==> config.mk <==
export PLATFORM = sky130hd
export DESIGN_NAME = regfile_mp
export DESIGN_NICKNAME = d
export VERILOG_FILES = /design/src/rtl/regfile_mp.sv
export SDC_FILE = /design/constraint.sdc
export NUM_CORES = 2
export LEC_CHECK = 0
export ABC_AREA = 1
export CAP_MARGIN = 20
export CELL_PAD_IN_SITES_DETAIL_PLACEMENT = 0
export CELL_PAD_IN_SITES_GLOBAL_PLACEMENT = 2
export CORE_ASPECT_RATIO = 1.25
export CORE_MARGIN = 2
export CORE_UTILIZATION = 30
export CTS_CLUSTER_SIZE = 8
export DETAILED_ROUTE_END_ITERATION = 12
export GPL_ROUTABILITY_DRIVEN = 0
export PLACE_DENSITY = 0.7
export REMOVE_ABC_BUFFERS = 1
export SYNTH_ARGS = -nofsm -noshare
export SYNTH_HDL_FRONTEND = slang
export SYNTH_SLANG_ARGS = --single-unit
==> constraint.sdc <==
create_clock -name i_clk -period 5.7 [get_ports i_clk]
set_input_delay 1.425 -clock i_clk [delete_from_list [all_inputs] [get_ports i_clk]]
set_output_delay 1.425 -clock i_clk [all_outputs]
set_load 0.02 [all_outputs]
==> src/rtl/regfile_mp.sv <==
// Multi-read-port register file with write-to-read bypass, optional
// hard-wired zero register and a one-entry-per-cycle bulk-clear sweep.
// Writes arrive from writeback; read addresses come from decode and
// are answered combinationally on every port independently.
module regfile_mp #(
  parameter int DATA_W   = 32,
  parameter int ADDR_W   = 5,
  parameter int N_RD     = 2,
  parameter int BYPASS   = 1,
  parameter int ZERO_REG = 1
) (
  input  logic                     i_clk,
  input  logic                     i_rst_n,
  input  logic [N_RD*ADDR_W-1:0]   i_rd_addr,
  output logic [N_RD*DATA_W-1:0]   o_rd_data,
  input  logic                     i_we,
  input  logic [ADDR_W-1:0]        i_wr_addr,
  input  logic [DATA_W-1:0]        i_wr_data,
  input  logic                     i_clr_req,
  output logic                     o_busy,
  output logic                     o_clr_done,
  output logic                     o_wr_err
);

  localparam int DEPTH = 1 << ADDR_W;

  typedef enum logic {
    S_IDLE  = 1'b0,
    S_CLEAR = 1'b1
  } state_t;

  state_t            r_state;
  state_t            w_state_next;
  logic [ADDR_W-1:0] r_ptr;
  logic [ADDR_W-1:0] w_ptr_next;
  logic              r_clr_done;
  logic              r_wr_err;
  logic              w_clr_done_next;
  logic              w_wr_err_next;
  logic              w_wr_en;
  logic              w_last;

  logic [DATA_W-1:0] r_mem [DEPTH];

  // Sweep reaches its final entry; the FSM leaves CLEAR on this edge,
  // so the pointer wrapping back to zero is never observed.
  assign w_last = (r_ptr == ADDR_W'(DEPTH - 1));

  // State register: FSM state, sweep pointer and the two pulse outputs.
  always_ff @(posedge i_clk or negedge i_rst_n) begin
    if (!i_rst_n) begin
      r_state    <= S_IDLE;
      r_ptr      <= '0;
      r_clr_done <= 1'b0;
      r_wr_err   <= 1'b0;
    end else begin
      r_state    <= w_state_next;
      r_ptr      <= w_ptr_next;
      r_clr_done <= w_clr_done_next;
      r_wr_err   <= w_wr_err_next;
    end
  end

  // Next-state logic: a clear request in IDLE starts a sweep, the last
  // entry ends it; requests arriving during a sweep are ignored.
  always_comb begin
    w_state_next = r_state;
    w_ptr_next   = r_ptr;
    case (r_state)
      S_IDLE: begin
        if (i_clr_req) begin
          w_state_next = S_CLEAR;
          w_ptr_next   = '0;
        end
      end
      S_CLEAR: begin
        w_ptr_next = r_ptr + ADDR_W'(1);
        if (w_last) begin
          w_state_next = S_IDLE;
        end
      end
      default: begin
        w_state_next = S_IDLE;
        w_ptr_next   = '0;
      end
    endcase
  end

  // Output logic: done pulse on the final sweep edge, error pulse for any
  // write attempted while sweeping, and the gated normal write enable.
  always_comb begin
    w_clr_done_next = 1'b0;
    w_wr_err_next   = 1'b0;
    w_wr_en         = 1'b0;
    if (r_state == S_CLEAR) begin
      w_clr_done_next = w_last;
      w_wr_err_next   = i_we;
    end else begin
      w_wr_en = i_we && !((ZERO_REG != 0) && (i_wr_addr == '0));
    end
  end

  assign o_busy     = (r_state == S_CLEAR);
  assign o_clr_done = r_clr_done;
  assign o_wr_err   = r_wr_err;

  // Storage: reset wipes every entry; the sweep zeroes one entry per
  // cycle; otherwise the write port updates the addressed entry.
  always_ff @(posedge i_clk or negedge i_rst_n) begin
    if (!i_rst_n) begin
      for (int i = 0; i < DEPTH; i++) begin
        r_mem[i] <= '0;
      end
    end else if (r_state == S_CLEAR) begin
      r_mem[r_ptr] <= '0;
    end else if (w_wr_en) begin
      r_mem[i_wr_addr] <= i_wr_data;
    end
  end

  // Read ports: zero register first, then the logically-cleared array
  // during a sweep, then same-cycle forwarding, then the stored value.
  // Forwarding is suppressed under reset so every port reads zero.
  for (genvar gi = 0; gi < N_RD; gi++) begin : g_rd
    logic [ADDR_W-1:0] w_ra;
    logic              w_is_zero;
    logic              w_fwd;
    logic [DATA_W-1:0] w_rd;

    assign w_ra      = i_rd_addr[gi*ADDR_W +: ADDR_W];
    assign w_is_zero = (ZERO_REG != 0) && (w_ra == '0);
    assign w_fwd     = (BYPASS != 0) && i_rst_n && i_we && (i_wr_addr == w_ra);
    assign w_rd      = (w_is_zero || o_busy) ? '0 :
                       w_fwd                 ? i_wr_data :
                                               r_mem[w_ra];

    assign o_rd_data[gi*DATA_W +: DATA_W] = w_rd;
  end

endmodule

Word-level counts from Yosys, hierarchy flattened
Cells that the tools add are included.
- bitwise logic cells: 7
- $add $sub $neg: 1
- reduce and logical (&&, ||, !) cells: 13
- equality and inequality tests: 4
- mux-type cells: 25
- magnitude comparators: 6
- operator list (operator ; count):
    two-way mux 1024 bit ; 2
    AND 1024 bit ; 1
    bitwise mux 1024 bit ; 1
    NOT 1024 bit ; 1
    binary-select mux 32 bit (select 5 bit) ; 2
    demux 32 bit (select 5 bit) ; 2
    two-way mux 32 bit ; 10
    greater-or-equal comparator 6 bit, second input constant ; 4
    NOT 5 -> 6 bit ; 4
    zero test 5 bit ; 3
    less-than comparator 6 x 1 -> 1 bit, second input constant ; 2
    == test 5 bit ; 2
    case mux 5 bit (2 select lines) ; 1
    logical AND 1 bit ; 6
    adder 5 x 1 -> 5 bit, second input constant ; 1
    == test 5 bit, second input constant ; 1
    two-way mux 1 bit ; 5
    two-way mux 5 bit ; 1
    logical OR 1 bit ; 2
    != test 2 bit, second input constant ; 1
    case mux 1 bit (2 select lines) ; 1
    nonzero test 2 bit ; 1
    zero test 1 bit ; 1
    NOT 1 bit ; 1
- register bits: 1032
- output and inout port bits: 67
- bits of input ports: 51
- word-level logic and storage cells: 92

Logic depth before layout (Yosys ltp)
- depth in word-level cells: 8
- depth in mapped cells: 11
- gate-level depth less buffers: 9

Least setup slack after synthesis
OpenSTA, ideal clock, no wires.
- path kind: input to output
- start point: input port i_rd_addr[8]
- end point: output port o_rd_data[32]
- cell stages on the path: 8
- arrival time: 2783 ps
- required time: 4275 ps
- slack: 1492 ps
- buffers on the path: 2
- cell sequence: buf_2 clkinv_1 nand2_1 nand2_1 nor3_1 nand3_1 clkbuf_1 a21oi_1
- cells in the longest elaborated chain, start to end: 6
- elaborated cells on any way between the ends: 10
- those cells by class: 1 x eq/ne; 5 x mux; 1 x bitwise; 3 x reduce/logical
- RTL lines (item ; line ; source):
    start: declaration ; 14 ; input logic [N_RD*ADDR_W-1:0] i_rd_addr,
    NOT 5 -> 6 bit (implied by the code) ; 135 ; r_mem[w_ra];
    binary-select mux 32 bit (select 5 bit) ; 135 ;
    two-way mux 32 bit (implied by the code) (2 in a row) ; 135 ;
    two-way mux 32 bit ; 134 ; w_fwd ? i_wr_data :
    two-way mux 32 bit (*) ; 133 ; assign w_rd = (w_is_zero || o_busy) ? '0 :
    end: declaration ; 15 ; output logic [N_RD*DATA_W-1:0] o_rd_data,
Mark *: on every way between the ends. The rest lies on a longest branch, timed or not. The select of a mux whose other input is x is not followed.

Final worst setup path
- start point: input port i_rd_addr[5]
- end point: output port o_rd_data[43]
Same word-level chain as after synthesis.

==> summary by stage <==
Cells and area
The filler cells instantiated in the layout total 21,199. The growth of design area from synthesis to finish is 15.2%. The post-route cell area is 68,500 um^2. The post-route netlist has 6.04% of its cells at a drive strength greater than 1. The multi-input combinational cells in the finished layout cover a total of 28,000 um^2. Cells fill 34.8% of the core in the end. The area used by sequential logic in the layout is 25,800 um^2. Leaving out fill and tap cells, the most frequent cell in the layout is sky130_fd_sc_hd__nand2_1. The net count of the finished layout is 8,683. The library cells used most frequently in the layout, excluding fill and tap cells, are sky130_fd_sc_hd__nand2_1, sky130_fd_sc_hd__nand3_1, sky130_fd_sc_hd__dfrtp_1.

The finished layout holds 11,225 standard cells, fillers aside.

Logic synthesis
Averaged over all synthesized cells, the footprint is 6.73 um^2. After synthesis, flip-flops and latches occupy 43.4% of the total area. The number of storage elements in the synthesis netlist is 1,032.

The cell area that synthesis handed to floorplanning was 59,500 um^2. The count of warnings emitted by yosys is 0. The netlist uses 20 different library cells. The cell count after synthesis came out at 8,836.

STA
The peak clock frequency supported by timing is 0.184 GHz. Setup repair after global routing left no endpoint under its margin. The routed design could run at a clock period as short as 5.42 ns.

Setup violations remaining at the end of the flow were counted as 0. The clock arrives with 0.0226 ns of skew. The final cycle utilization of the critical path is 95.1%. The worst hold slack after final layout is 0.497 ns. The number of hold violations in the final report is 0. The max-slew violation count is 0.

The transition time of the tightest slew-check pin is 1.14 ns. The worst pin sits at a relative slew slack of 24.2%.

Route
The via-per-instance ratio is 5.52. The average wire per standard cell is 27.3 um. The final layout contains routed wiring with a total length of 307 mm. The count of antenna-violating nets left after detailed routing is 0. The detailed-route via count is 61,966. In the routed design, unresolved DRC markers number 0. The starting DRC count in detailed routing is 6,664. The first detailed-routing pass ran for 7 iterations.

Min path
The classification of the worst-slack hold path is reg2reg.

Critical path
STA classifies the critical path startpoint as a primary input. The required time at the endpoint of the critical path is 4.28 ns. The kind of capture point of the worst setup path is an output port.

The peak fanout along the critical path is 27. Data on the critical path arrives at its endpoint at 4.00 ns. The critical setup path kind is in2out.

Placed design
The HPWL after detailed placement is 182 mm. Counting tap cells, the placed design contains a total of 11,051 instances. After detailed placement, the total cell area comes to 64,500 um^2. The quantity of I/O buffers inserted on ports is 117.

Power
In this run the power density over the cells is 326 nW/um^2. The power consumption is 0.0223 W. The peak supply drop is 340 uV.

Summed over all cells, the static leakage comes to 32.7 nW.

Die
In this run the horizontal extent of the chip is 402 um. The die covers 202,000 um^2. The total number of placement rows is 182. The starting utilization of the core area is 30.2%.

The top-level port count is 118. The floorplan step set the die height to 502 um. The core footprint is 197,000 um^2.

Status
The flow ran to the end, and the final reports show no timing, DRC or antenna violations.

GRT
Entering global routing, the biggest net connects 156 pins. The first-pass GRT wire length is 439 mm. The initial antenna violation count came to 13. The total track usage is 29.8%. The remaining global-route overflow is 0. The number of global-route vias before repair came to 59,102.

CTS
The buffer cell driving the clock tree root is sky130_fd_sc_hd__clkbuf_16. At the later pin of the worst-skew pair, clock insertion delay measures 0.80 ns. Post-CTS repair changed the size of 0 cells. The number of buffers on the longest clock path is 3. The cts-stage hold buffer count is 0.

The clock-pin transition on the worst setup and hold timing paths is 0.05 ns. The total number of H-tree levels is 4. Buffers added to address setup during post-CTS repair amount to 0. Clock tree synthesis found a total of 1,032 sinks. The CTS tree is yes. In this run, CTS created clock tree buffers numbering 148.

Run
Max-cap violations in this run came to 0.
-- per-layer routing --
metal	track usage (%)	share of wire, %	up-vias
met5	0	0.023	-
met4	12.0	4.4	12
met3	5.94	7.9	607
met2	48.2	46	2769
met1	38.9	42	30545
li1	-	-	28033
-- final cells by class --
type | count | share of cell area [%]
inverters | 745 | 4.12
multi-input cells | 6309 | 40.9
well taps | 2576 | 4.70
diodes | 3 | 0.0110
repair buffers | 391 | 6.78
clock inverters | 4 | 0.0931
clock buffers | 165 | 5.70
flip-flops and latches | 1032 | 37.7
-- logic make-up after synthesis --
kind of cell	share of synthesized area (%)
AOI/OAI and AO/OA	10.7
xor gates and xnor gates	0.0295
adders and majority gates	0.105
buffers and inverters	9.83
DFF	43.4
and+or+nand+nor	35.9
-- state kept, by name, summed over array words and instances (netlist names) --
register,cells
r_mem,1024
r_ptr,5
o_busy,1
o_clr_done,1
o_wr_err,1
-- power by group --
group          total, W  internal (W)  switching (W)
sequential      0.00861       0.00817       0.000444
clock           0.00827       0.00479        0.00348
combinational   0.00545       0.00156        0.00390
total            0.0223        0.0145        0.00782
-- worst paths after layout --
check / slack, ns / endpoint / start / cells after the start
worst max-delay path: 0.28 / o_rd_data[43] / i_rd_addr[5] / 12
worst min-delay path: 0.50 / r_mem[1013]$_DFFE_PN0P_ / r_mem[1013]$_DFFE_PN0P_ / 2
worst max register to register: 2.76 / r_mem[499]$_DFFE_PN0P_ / o_busy$_DFF_PN0_ / 4
worst min register to register: 0.50 / r_mem[1013]$_DFFE_PN0P_ / r_mem[1013]$_DFFE_PN0P_ / 2
max in group asynchronous: 2.43 / r_mem[148]$_DFFE_PN0P_ / i_rst_n / 4
min in group asynchronous: 0.83 / r_mem[419]$_DFFE_PN0P_ / i_rst_n / 2
-- per-stage QoR --
stage	worst slack [ns]	TNS (ns)
global placement	0.325	0
detailed placement	0.318	0
floorplan	-3.04	-194.63
finish	0.277	0
CTS	0.312	0
global route	0.125	0
-- cell usage after synthesis, drive strengths merged --
| cell type | n | area, um^2 |
|---|---|---|
| a22oi | 1 | 7.51 |
| clkinv | 1 | 3.75 |
| clkbuf | 499 | 1870 |
| ha | 5 | 62.6 |
| xor2 | 2 | 17.5 |
| nand4 | 6 | 37.5 |
| dfrtp | 1032 | 25800 |
| o21ai | 518 | 2590 |
| nor2 | 790 | 2970 |
| nand3 | 1507 | 7540 |
| buf | 251 | 1180 |
| inv | 744 | 2790 |
| a21oi | 68 | 340 |
| nor3 | 14 | 104 |
| nand2 | 2850 | 10700 |
| o22ai | 548 | 3430 |
-- critical path, stage by stage --
cell                              delay [ns]
sky130_fd_sc_hd__buf_8                  0.16
sky130_fd_sc_hd__inv_8                  0.32
sky130_fd_sc_hd__buf_12                 0.24
sky130_fd_sc_hd__nand2_1                0.08
sky130_fd_sc_hd__nand3_1                0.07
sky130_fd_sc_hd__nand2_1                0.05
sky130_fd_sc_hd__nor2_1                 0.12
sky130_fd_sc_hd__nand2_1                0.10
sky130_fd_sc_hd__nand3_1                0.23
sky130_fd_sc_hd__nand2_1                0.25
sky130_fd_sc_hd__a21oi_1                0.20
sky130_fd_sc_hd__clkdlybuf4s50_1        0.65
Power figures use the tool's default switching activity.
